File: src/rtl/cc_miss_req_ctrl.sv
// rtl/cc_miss_req_ctrl.sv - miss-to-AXI-AR refill sequencer with outstanding-refill throttle
// Optional R-burst protocol checker enabled by CC_MISS_RD_ERR_CHK_EN.
module cc_miss_req_ctrl #(
    parameter int MAX_OUTST   = 2,
    parameter int BURST_BEATS = 8
) (
    input  logic        clk,
    input  logic        rst,
    input  logic        miss_req_i,
    input  logic [31:0] miss_addr_i,
    output logic        miss_req_ready_o,
    input  logic        miss_addr_fifo_full_i,
    output logic        miss_addr_fifo_wren_o,
    output logic [31:0] miss_addr_fifo_wdata_o,
    output logic        mem_arvalid_o,
    input  logic        mem_arready_i,
    output logic [31:0] mem_araddr_o,
    output logic [3:0]  mem_arlen_o,
    output logic [2:0]  mem_arsize_o,
    output logic [1:0]  mem_arburst_o,
    input  logic        mem_rvalid_i,
    input  logic        mem_rready_i,
    input  logic        mem_rlast_i,
    output logic [2:0]  outst_cnt_o,
    output logic        rd_err_o
);

    typedef enum logic {
        IDLE  = 1'b0,
        ISSUE = 1'b1
    } state_t;

    state_t     state;
    state_t     state_nxt;
    logic [2:0] outst_cnt;
    logic       accept;
    logic       ar_hs;
    logic       r_last_hs;

    assign mem_arlen_o   = 4'(BURST_BEATS - 1);
    assign mem_arsize_o  = 3'b011;
    assign mem_arburst_o = 2'b10;
    assign outst_cnt_o   = outst_cnt;

    assign miss_req_ready_o = (state == IDLE) & (outst_cnt < 3'(MAX_OUTST))
                            & ~miss_addr_fifo_full_i & ~rst;
    assign accept           = miss_req_i & miss_req_ready_o;
    assign ar_hs            = mem_arvalid_o & mem_arready_i;
    assign r_last_hs        = mem_rvalid_i & mem_rready_i & mem_rlast_i;

    // The fill unit needs the full byte address (offset bits) so push it untouched.
    assign miss_addr_fifo_wren_o  = accept;
    assign miss_addr_fifo_wdata_o = accept ? miss_addr_i : 32'd0;

    always_ff @(posedge clk) begin
        if (rst) begin
            state <= IDLE;
        end else begin
            state <= state_nxt;
        end
    end

    always_comb begin
        state_nxt = state;
        case (state)
            IDLE:    if (accept) state_nxt = ISSUE;
            ISSUE:   if (ar_hs)  state_nxt = IDLE;
            default: state_nxt = IDLE;
        endcase
    end

    always_ff @(posedge clk) begin
        if (rst) begin
            mem_arvalid_o <= 1'b0;
            mem_araddr_o  <= 32'd0;
            outst_cnt     <= 3'd0;
        end else begin
            if (accept) begin
                mem_arvalid_o <= 1'b1;
                mem_araddr_o  <= {miss_addr_i[31:3], 3'b000};
            end else if (ar_hs) begin
                mem_arvalid_o <= 1'b0;
            end
            // An accept and a retiring last beat in the same cycle cancel out.
            case ({accept, r_last_hs})
                2'b10:   outst_cnt <= outst_cnt + 3'd1;
                2'b01:   if (outst_cnt != 3'd0) outst_cnt <= outst_cnt - 3'd1;
                default: outst_cnt <= outst_cnt;
            endcase
        end
    end

`ifdef CC_MISS_RD_ERR_CHK_EN
    localparam logic [2:0] LAST_BEAT = 3'(BURST_BEATS - 1);

    logic [2:0] beat_cnt;
    logic       r_hs;
    logic       err_hit;

    assign r_hs    = mem_rvalid_i & mem_rready_i;
    assign err_hit = r_hs & ((mem_rlast_i & (beat_cnt != LAST_BEAT))
                           | (~mem_rlast_i & (beat_cnt == LAST_BEAT))
                           | (outst_cnt == 3'd0));

    always_ff @(posedge clk) begin
        if (rst) begin
            beat_cnt <= 3'd0;
            rd_err_o <= 1'b0;
        end else begin
            if (r_hs) beat_cnt <= mem_rlast_i ? 3'd0 : beat_cnt + 3'd1;
            if (err_hit) rd_err_o <= 1'b1;
        end
    end
`else
    assign rd_err_o = 1'b0;
`endif

endmodule

File: config.mk
export PLATFORM = sky130hd
export DESIGN_NAME = cc_miss_req_ctrl
export DESIGN_NICKNAME = d
export VERILOG_FILES = /design/src/rtl/cc_miss_req_ctrl.sv
export SDC_FILE = /design/constraint.sdc
export NUM_CORES = 1
export LEC_CHECK = 0
export CORE_ASPECT_RATIO = 0.7
export CORE_MARGIN = 5
export CORE_UTILIZATION = 33
export CTS_CLUSTER_DIAMETER = 120
export CTS_CLUSTER_SIZE = 28
export DETAILED_ROUTE_END_ITERATION = 10
export GPL_TIMING_DRIVEN = 0
export PLACE_DENSITY = 0.8
export SYNTH_ARGS = -nofsm -noshare
export SYNTH_HDL_FRONTEND = slang
export SYNTH_SLANG_ARGS = --single-unit
File: constraint.sdc
create_clock -name clk -period 2.6 [get_ports clk]
set_input_delay 0.39 -clock clk [delete_from_list [all_inputs] [get_ports clk]]
set_output_delay 0.39 -clock clk [all_outputs]
set_load 0.03 [all_outputs]
Word level (Yosys, flattened, before mapping)
Index checks and enable logic that the tools add are counted.
Widths: inputs -> output; s select.
- flip-flop bits (word level): 34
- bits of input ports: 40
- output and inout bits: 80
- logic and storage cells: 32
- add/subtract/negate cells: 2
- $lt $le $gt $ge: 1
- equality and inequality tests: 3
- multiplexer cells: 8
- bitwise gates (word level): 10
- reduce and logical (&&, ||, !) cells: 4
- operators by type and width (kind ; count):
    $mux 32 ; 1
    $and 1x1->1 ; 7
    $pmux 3 s2 ; 1
    $mux 1 ; 4
    $reduce_bool 2->1 ; 2
    $add 3x1->3 const B ; 1
    $lt 3x2->1 const B ; 1
    $mux 3 ; 1
    $not 1->1 ; 3
    $reduce_bool 3->1 ; 1
    $sub 3x1->3 const B ; 1
    $eq 2x1->1 const B ; 1
    $eq 2x2->1 const B ; 1
    $ne 2x2->1 const B ; 1
    $pmux 1 s2 ; 1
    $reduce_and 2->1 ; 1

Longest topological paths before layout
Gate-level depths: netlist (run 1).
- depth in word-level cells: 8
- depth in mapped cells: 9
- gate-level depth less buffers: 9

Least setup slack after synthesis (run 1)
OpenSTA, ideal clock, no wires.
- path kind: register to register
- start: register outst_cnt[1], in the netlist outst_cnt_o[1]
- end: register outst_cnt[2], in the netlist outst_cnt_o[2]
- setup time: 123 ps
- arrival: 2165 ps
- required time: 2477 ps
- setup slack: 312 ps
- cell stages (with the launch flop): 10
- period minus slack after synthesis: 2288 ps
- path through: dfxtp_1 > nor2_1 > nand3_4 > inv_2 > or3_2 > nand2_1 > ha_1 > or4_1 > mux2i_1 > mux2_1
- cells in the longest elaborated chain, start to end: 8
- elaborated cells on any way between the ends: 15
- RTL lines (item ; line ; RTL):
    start: declaration ; 35 ; logic [2:0] outst_cnt;
    start signal: assignment ; 86 ; 2'b10: outst_cnt <= outst_cnt + 3'd1;
    start signal: assignment ; 87 ; 2'b01: if (outst_cnt != 3'd0) outst_cnt <= outst_cnt - 3'd1;
    start signal: assignment ; 88 ; default: outst_cnt <= outst_cnt;
    $lt 3x2->1 ; 45 ; assign miss_req_ready_o = (state == IDLE) & (outst_cnt < 3'(MAX_OUTST))
    $and 1x1->1 ; 45 ;
    $and 1x1->1 (2 in series) ; 46 ; & ~miss_addr_fifo_full_i & ~rst;
    $and 1x1->1 ; 47 ; assign accept = miss_req_i & miss_req_ready_o;
    $eq 2x1->1 or $eq 2x2->1 (tied branches) ; 85 ; case ({accept, r_last_hs})
    $ne 2x2->1 (no source line) or $reduce_bool 2->1 (tied branches) ; - ;
    $reduce_and 2->1 (no source line) ; - ;
Several ways; a longest one is shown, not always the timed one. The select of a mux whose other input is x is not followed.
A chain may end at the register's enable or synchronous reset.

Worst setup path after layout (run 1)
- start: input port miss_addr_fifo_full_i
- end: register outst_cnt[2], in the netlist outst_cnt_o[2]
- cells in the longest elaborated chain, start to end: 7
- elaborated cells on any way between the ends: 10
- RTL lines (item ; line ; RTL):
    start: declaration ; 12 ; input logic miss_addr_fifo_full_i,
    $not 1->1 (*) ; 46 ;
    $and 1x1->1 (*) (2 in series) ; 46 ;
    $and 1x1->1 (*) ; 47 ;
    $eq 2x1->1 or $eq 2x2->1 (tied branches) ; 85 ;
    $ne 2x2->1 (no source line) or $reduce_bool 2->1 (tied branches) ; - ;
    $reduce_and 2->1 (no source line) ; - ;
Every way passes the cells marked *; elsewhere a longest branch is shown, timed or not.

==> summary.txt, run 1 <==
Outcome -> finished, final reports clean
Ys Warns -> 0
Hold Vio Cnt, Final -> 0
Hold slack -> 0.4533 ns
Area contributors post-synth -> dfxtp_1 (45%), nand2_1 (16%), a21oi_1 (10%)
Synth Area per Inst -> 7.303 sq um
RSZ-0062 raised after global routing -> no
Final critical-path setup slack -> 0.08525 ns
Max stage delay cell, worst path -> or4_1
Final ANT Viol Nets -> 0
CP Cell Sequence -> clkdlybuf4s50_1, nor3_4, nand3_4, inv_4, or3_2, nand2_1, ha_1, or4_1, mux2i_1, mux2_1
Final Non-Filler Cells -> 389
Min Tclk post-route -> 2.515 ns
Die area -> 6081 sq um
Final WL -> 4.632 mm
Endpoints failing setup -> 0
CTS sink cnt -> 34
Final Cell Area -> 2759 sq um
Mapped Cells -> 208
Largest net degree at the start of global routing -> 11
Post-DP Area -> 2690 sq um
Top-count cell post-synth -> nand2_1
Area growth, synth to finish -> 81.63%
Routed WL per cell -> 11.91 microns
Highest Clock Rate -> 0.3977 GHz
Post-DP HPWL -> 3.760 mm
Initial antenna violation count -> 0
Synthesized area -> 1519 sq um
Clock root cell -> clkbuf_8
DR vias -> 1,640
Post-synth EDFFs -> 0
PortBufs -> 106
Synth top area share -> 44.81%
Top cells by count, synth -> nand2_1 (63), dfxtp_1 (34), a21oi_1 (31), inv_1 (29), buf_4 (13)
Hold crit path type -> flip-flop to flip-flop
DRC violations left -> 0
IO Count -> 120
Clock Latency Late Sink -> 0.27 ns
Critical path buffer and inverter count -> 2
Reg clk slew, reported paths -> 0.07 ns
Final Net Count -> 375
Core Region -> 4404 sq um
CTS Hold Buffers Added -> 0
Peak supply drop -> 0.0004673 V
First-pass GRT wire length -> 7.238 mm
Vias in the first global route -> 1,584
Die Y -> 66.76 microns
Total grt overflow -> 0
Placed cells -> 380
Total power -> 1333 uW
Req. time, crit path -> 2.76 ns
Crit path max-delay family -> simple AND/OR/NAND/NOR gates
Max Fanout on Critical Path -> 7
Setup CP Type -> input pin to flip-flop
Share of layout cells above drive strength 1 -> 12.87%
CP endpoint kind -> flip-flop
Ys flop type -> dfxtp_1
Place WS -> -0.3052 ns
CP peak stage delay -> 0.50 ns
Htree depth -> 2
TritonCTS buffer count -> 5
Asr flop ratio synth -> 0%
Detailed Route Iter0 Violations -> 15
Vias per cell -> 4.216
Max-Cap Viols -> 0
Data arrival, critical path -> 2.68 ns
Max Root-Sink Buffers -> 2
Synth cell types -> 24
Synth area leader -> dfxtp_1
Ant diodes -> 0
Sequential-to-total area share from yosys stat -> 44.81%
Final worst path period share -> 96.72%
Startpoint Class -> input pin
Total global-route track usage -> 14.97%
TritonRoute pass-1 iters -> 6
Initial Util -> 34.49%
Leakage -> 0.001373 uW
CTS tree -> done
Row cnt -> 20
Die Wd -> 91.09 microns
Power density over the cells -> 483.3 nW/um^2
Seq cells post-synth -> 34
Final slew viol count -> 0
Routability-driven placement congestion ratio -> 0.7330
Setup Skew -> 0.004911 ns
layer usage:
layer	routed length, microns	track usage, %	part of all wire, %	vias to the layer above
met3	543	8.126	12	4
met1	1844	16.26	40	710
met4	47	3.846	1.0	0
met5	0	0	0	-
met2	2196	25.63	47	64
li1	-	-	-	862
cell usage in the layout, fill, tap and decap left out, types with 2 or more instances in the layout:
cell type        count
conb_1              13
nor2_1               5
a21oi_1             31
and2_1               4
dfxtp_1             34
buf_4               15
clkbuf_1             7
clkdlybuf4s15_1     15
nand2_1             63
dlygate4sd2_1        6
nand2b_1             2
mux2i_1              2
clkdlybuf4s50_1     73
nor2b_1              2
clkbuf_8             6
buf_2                3
inv_1               29
clkbuf_2            12
worst reg2reg max path, stage by stage, from the launching register on:
cell,delay [ns]
dfxtp_1,0.34
nor3_4,0.24
nand3_4,0.15
inv_4,0.12
or3_2,0.11
nand2_1,0.04
ha_1,0.18
or4_1,0.50
mux2i_1,0.17
mux2_1,0.33
registers in the layout, indices dropped and copies added, names as in the netlist:
signal         count
outst_cnt_o        3
mem_araddr_o      29
mem_arvalid_o      1
state              1
through the flow:
step | util, % | setup TNS (ns)
final | 62.64 | 0
after global placement | 61.08 | -7.490
after CTS | 63.49 | 0
after floorplan | - | 0
after detailed placement | 61.08 | -8.715
after global routing | 62.64 | 0
timing repair:
action                     CTS  global route
gates resized for setup     56            18
pin swaps                    1             2
setup endpoints to repair   34            30
setup buffers                0             2
gates cloned                 0             0
report_power, final:
part / internal (uW) / switching (uW) / total (uW)
clock network: 306 / 175 / 482
logic: 134 / 166 / 301
registers: 540 / 10.9 / 551
worst paths after layout:
path,startpoint,to,slack [ns],cells past startpoint
min,mem_araddr_o[21],mem_araddr_o[21],0.45,2
max,miss_addr_fifo_full_i,outst_cnt_o[2],0.09,10
min reg2reg,mem_araddr_o[21],mem_araddr_o[21],0.45,2
max reg2reg,state,outst_cnt_o[2],0.31,9
kinds of logic after synthesis:
logic type      after synthesis  share of synthesized area, %
compound gates               32                         10.63
other cells                   2                        0.4944
mux                           4                         2.801
simple gates                 82                         23.89
flops                        34                         44.81
fa+ha+maj                     1                        0.8236
buf+inv                      53                         16.56
layout make-up:
cell class | count | area (sq um)
buffer | 23 | 138.9
sequential | 34 | 680.7
clock inverter | 1 | 30.03
tap | 55 | 68.82
fill | 407 | 1645
multi-input combinational | 132 | 634.4
inverter | 30 | 115.1
timing repair buffer | 108 | 1008
clock buffer | 6 | 82.58
Power figures use the tool's default switching activity.
==> inputs of run 2 (changes only) <==
--- a/config.mk
+++ b/config.mk
@@ -6,4 +6,5 @@
 export NUM_CORES = 1
 export LEC_CHECK = 0
+export ABC_CLOCK_PERIOD_IN_PS = 2600
 export CORE_ASPECT_RATIO = 0.7
 export CORE_MARGIN = 5
==> constraint.sdc (replaced) <==
create_clock -name clk -period 2.6 [get_ports clk]
set_input_delay 0.39 -clock clk [delete_from_list [all_inputs] [get_ports clk]]
set_output_delay 0.39 -clock clk [all_outputs]
set_load 0.01 [all_outputs]
==> run 2 against run 1 <==
Compared with the run above: die area is the same; sequential cell count did not move; clock power is essentially flat; clock skew hardly changed; critical path depth is 2 lower; register-to-register slack gained 0.07 ns; clock-buffer cell count did not move; maximum frequency down 0.51%; global-route usage grew 0.073 points; combinational power shrank 19%; sequential power about the same; utilization grew 1.7 points.
==> summary.txt, run 2 (synthesized netlist as in run 1, its figures left out) <==
Outcome -> finished, final reports clean
Reg clk slew, reported paths -> 0.06 ns
Htree depth -> 2
CTS tree -> done
Final critical-path setup slack -> 0.07233 ns
Ant diodes -> 0
Total power -> 1276 uW
Clock root cell -> clkbuf_8
Row cnt -> 20
Final worst path period share -> 97.22%
Max-Cap Viols -> 0
DRC violations left -> 0
Setup Skew -> 0.004586 ns
Total global-route track usage -> 15.04%
Post-DP Area -> 2690 sq um
Max Fanout on Critical Path -> 10
Die Y -> 66.76 microns
Final Net Count -> 374
Place WS -> -0.3042 ns
Hold crit path type -> flip-flop to flip-flop
Vias per cell -> 4.206
GRT busiest layer -> met2
Die area -> 6081 sq um
GR Util met1 -> 16.53%
Die Wd -> 91.09 microns
Grt met3 use -> 8.126%
Final Cell Area -> 2834 sq um
CP endpoint kind -> output port
Clock Latency Late Sink -> 0.27 ns
Largest net degree at the start of global routing -> 11
Core Region -> 4404 sq um
Hold Vio Cnt, Final -> 0
Min Tclk post-route -> 2.528 ns
Most frequent CP cell -> clkdlybuf4s50_1
CTS sink cnt -> 34
TritonCTS buffer count -> 5
Power density over the cells -> 450.2 nW/um^2
Req. time, crit path -> 2.21 ns
TritonRoute pass-1 iters -> 4
Grt met2 use -> 25.54%
Highest Clock Rate -> 0.3956 GHz
Detailed Route Iter0 Violations -> 19
Vias in the first global route -> 1,583
PortBufs -> 106
Leakage -> 0.001365 uW
# fillers -> 389
Final ANT Viol Nets -> 0
Most common cell after layout, fill and taps aside -> clkdlybuf4s50_1
IO Count -> 120
Area growth, synth to finish -> 86.57%
RSZ-0062 raised after global routing -> yes
Endpoints failing setup -> 0
Data arrival, critical path -> 2.14 ns
Initial Util -> 34.49%
CP Cell Sequence -> clkdlybuf4s50_1, nor3_4, nand3_4, inv_4, buf_4, nand2_1, inv_1, clkdlybuf4s50_1
CP peak stage delay -> 0.52 ns
Max Root-Sink Buffers -> 2
Share of layout cells above drive strength 1 -> 9.009%
Initial antenna violation count -> 0
Total grt overflow -> 0
Commonest non-fill, non-tap cells in the layout -> clkdlybuf4s50_1 (103), nand2_1 (63), dfxtp_1 (34)
Peak supply drop -> 0.0004610 V
Most flops, register -> mem_araddr_o
First-pass GRT wire length -> 7.238 mm
Final WL -> 4.621 mm
Post-DP HPWL -> 3.760 mm
Startpoint Class -> input pin
Routability-driven placement congestion ratio -> 0.7330
Setup CP Type -> input pin to output port
Max stage delay cell, worst path -> clkdlybuf4s50_1
DR vias -> 1,632
Routed WL per cell -> 11.91 microns
Final slew viol count -> 0
Max reg flops -> 29
-- run 2: worst paths after layout --
kind	slack, ns	to	depth (start not counted)	from
setup / recovery	0.07	miss_addr_fifo_wdata_o[17]	8	miss_addr_fifo_full_i
hold / removal	0.45	mem_araddr_o[21]	2	mem_araddr_o[21]
setup reg to reg	0.38	outst_cnt_o[2]	9	state
hold reg to reg	0.45	mem_araddr_o[21]	2	mem_araddr_o[21]
-- run 2: layout make-up --
class	count	area (sq um)	share of cell area [%]
clock buffer	6	82.58	2.914
clock inverter	1	30.03	1.060
timing repair buffer	107	1076	37.97
sequential	34	680.7	24.02
inverter	30	115.1	4.062
buffer	23	146.4	5.166
multi-input combinational	132	634.4	22.38
tap	55	68.82	2.428
-- run 2: repair_timing --
action / CTS / global route
setup buffers: 1 / 0
gates resized for setup: 5 / 3
endpoints found under the setup margin: 31 / 29
gates cloned: 0 / 0
hold buffers: 0 / 0
endpoints found under the hold margin: 0 / 0
pin swaps: 2 / 1
-- run 2: where the power goes --
part,total (uW),internal [uW],switching (uW)
combinational,244,145,99.0
clock,482,306,175
sequential,551,540,10.9
total,1280,991,285
-- run 2: through the flow --
stage / util [%] / cells / TNS [ns] / hold WS [ns]
4_1_cts: 64.18 / 388 / 0 / 0.4555
5_1_grt: 64.35 / 388 / -0.5725 / 0.4738
2_1_floorplan: - / 219 / 0 / 0.4468
3_5_place_dp: 61.08 / 380 / -4.605 / 0.4453
3_3_place_gp: 61.08 / 380 / -3.459 / 0.4412
6_report: 64.35 / 388 / 0 / 0.4534
-- run 2: critical path, delay by kind of cell --
family | cells | cell delay (ns)
AND/OR/NAND/NOR | 3 | 0.43
buffers and inverters | 5 | 1.30
-- run 2: layer usage --
metal | wire (microns) | vias to the layer above
li1 | - | 862
met5 | 0 | -
met2 | 2202 | 63
met4 | 47 | 0
met3 | 522 | 4
met1 | 1849 | 703
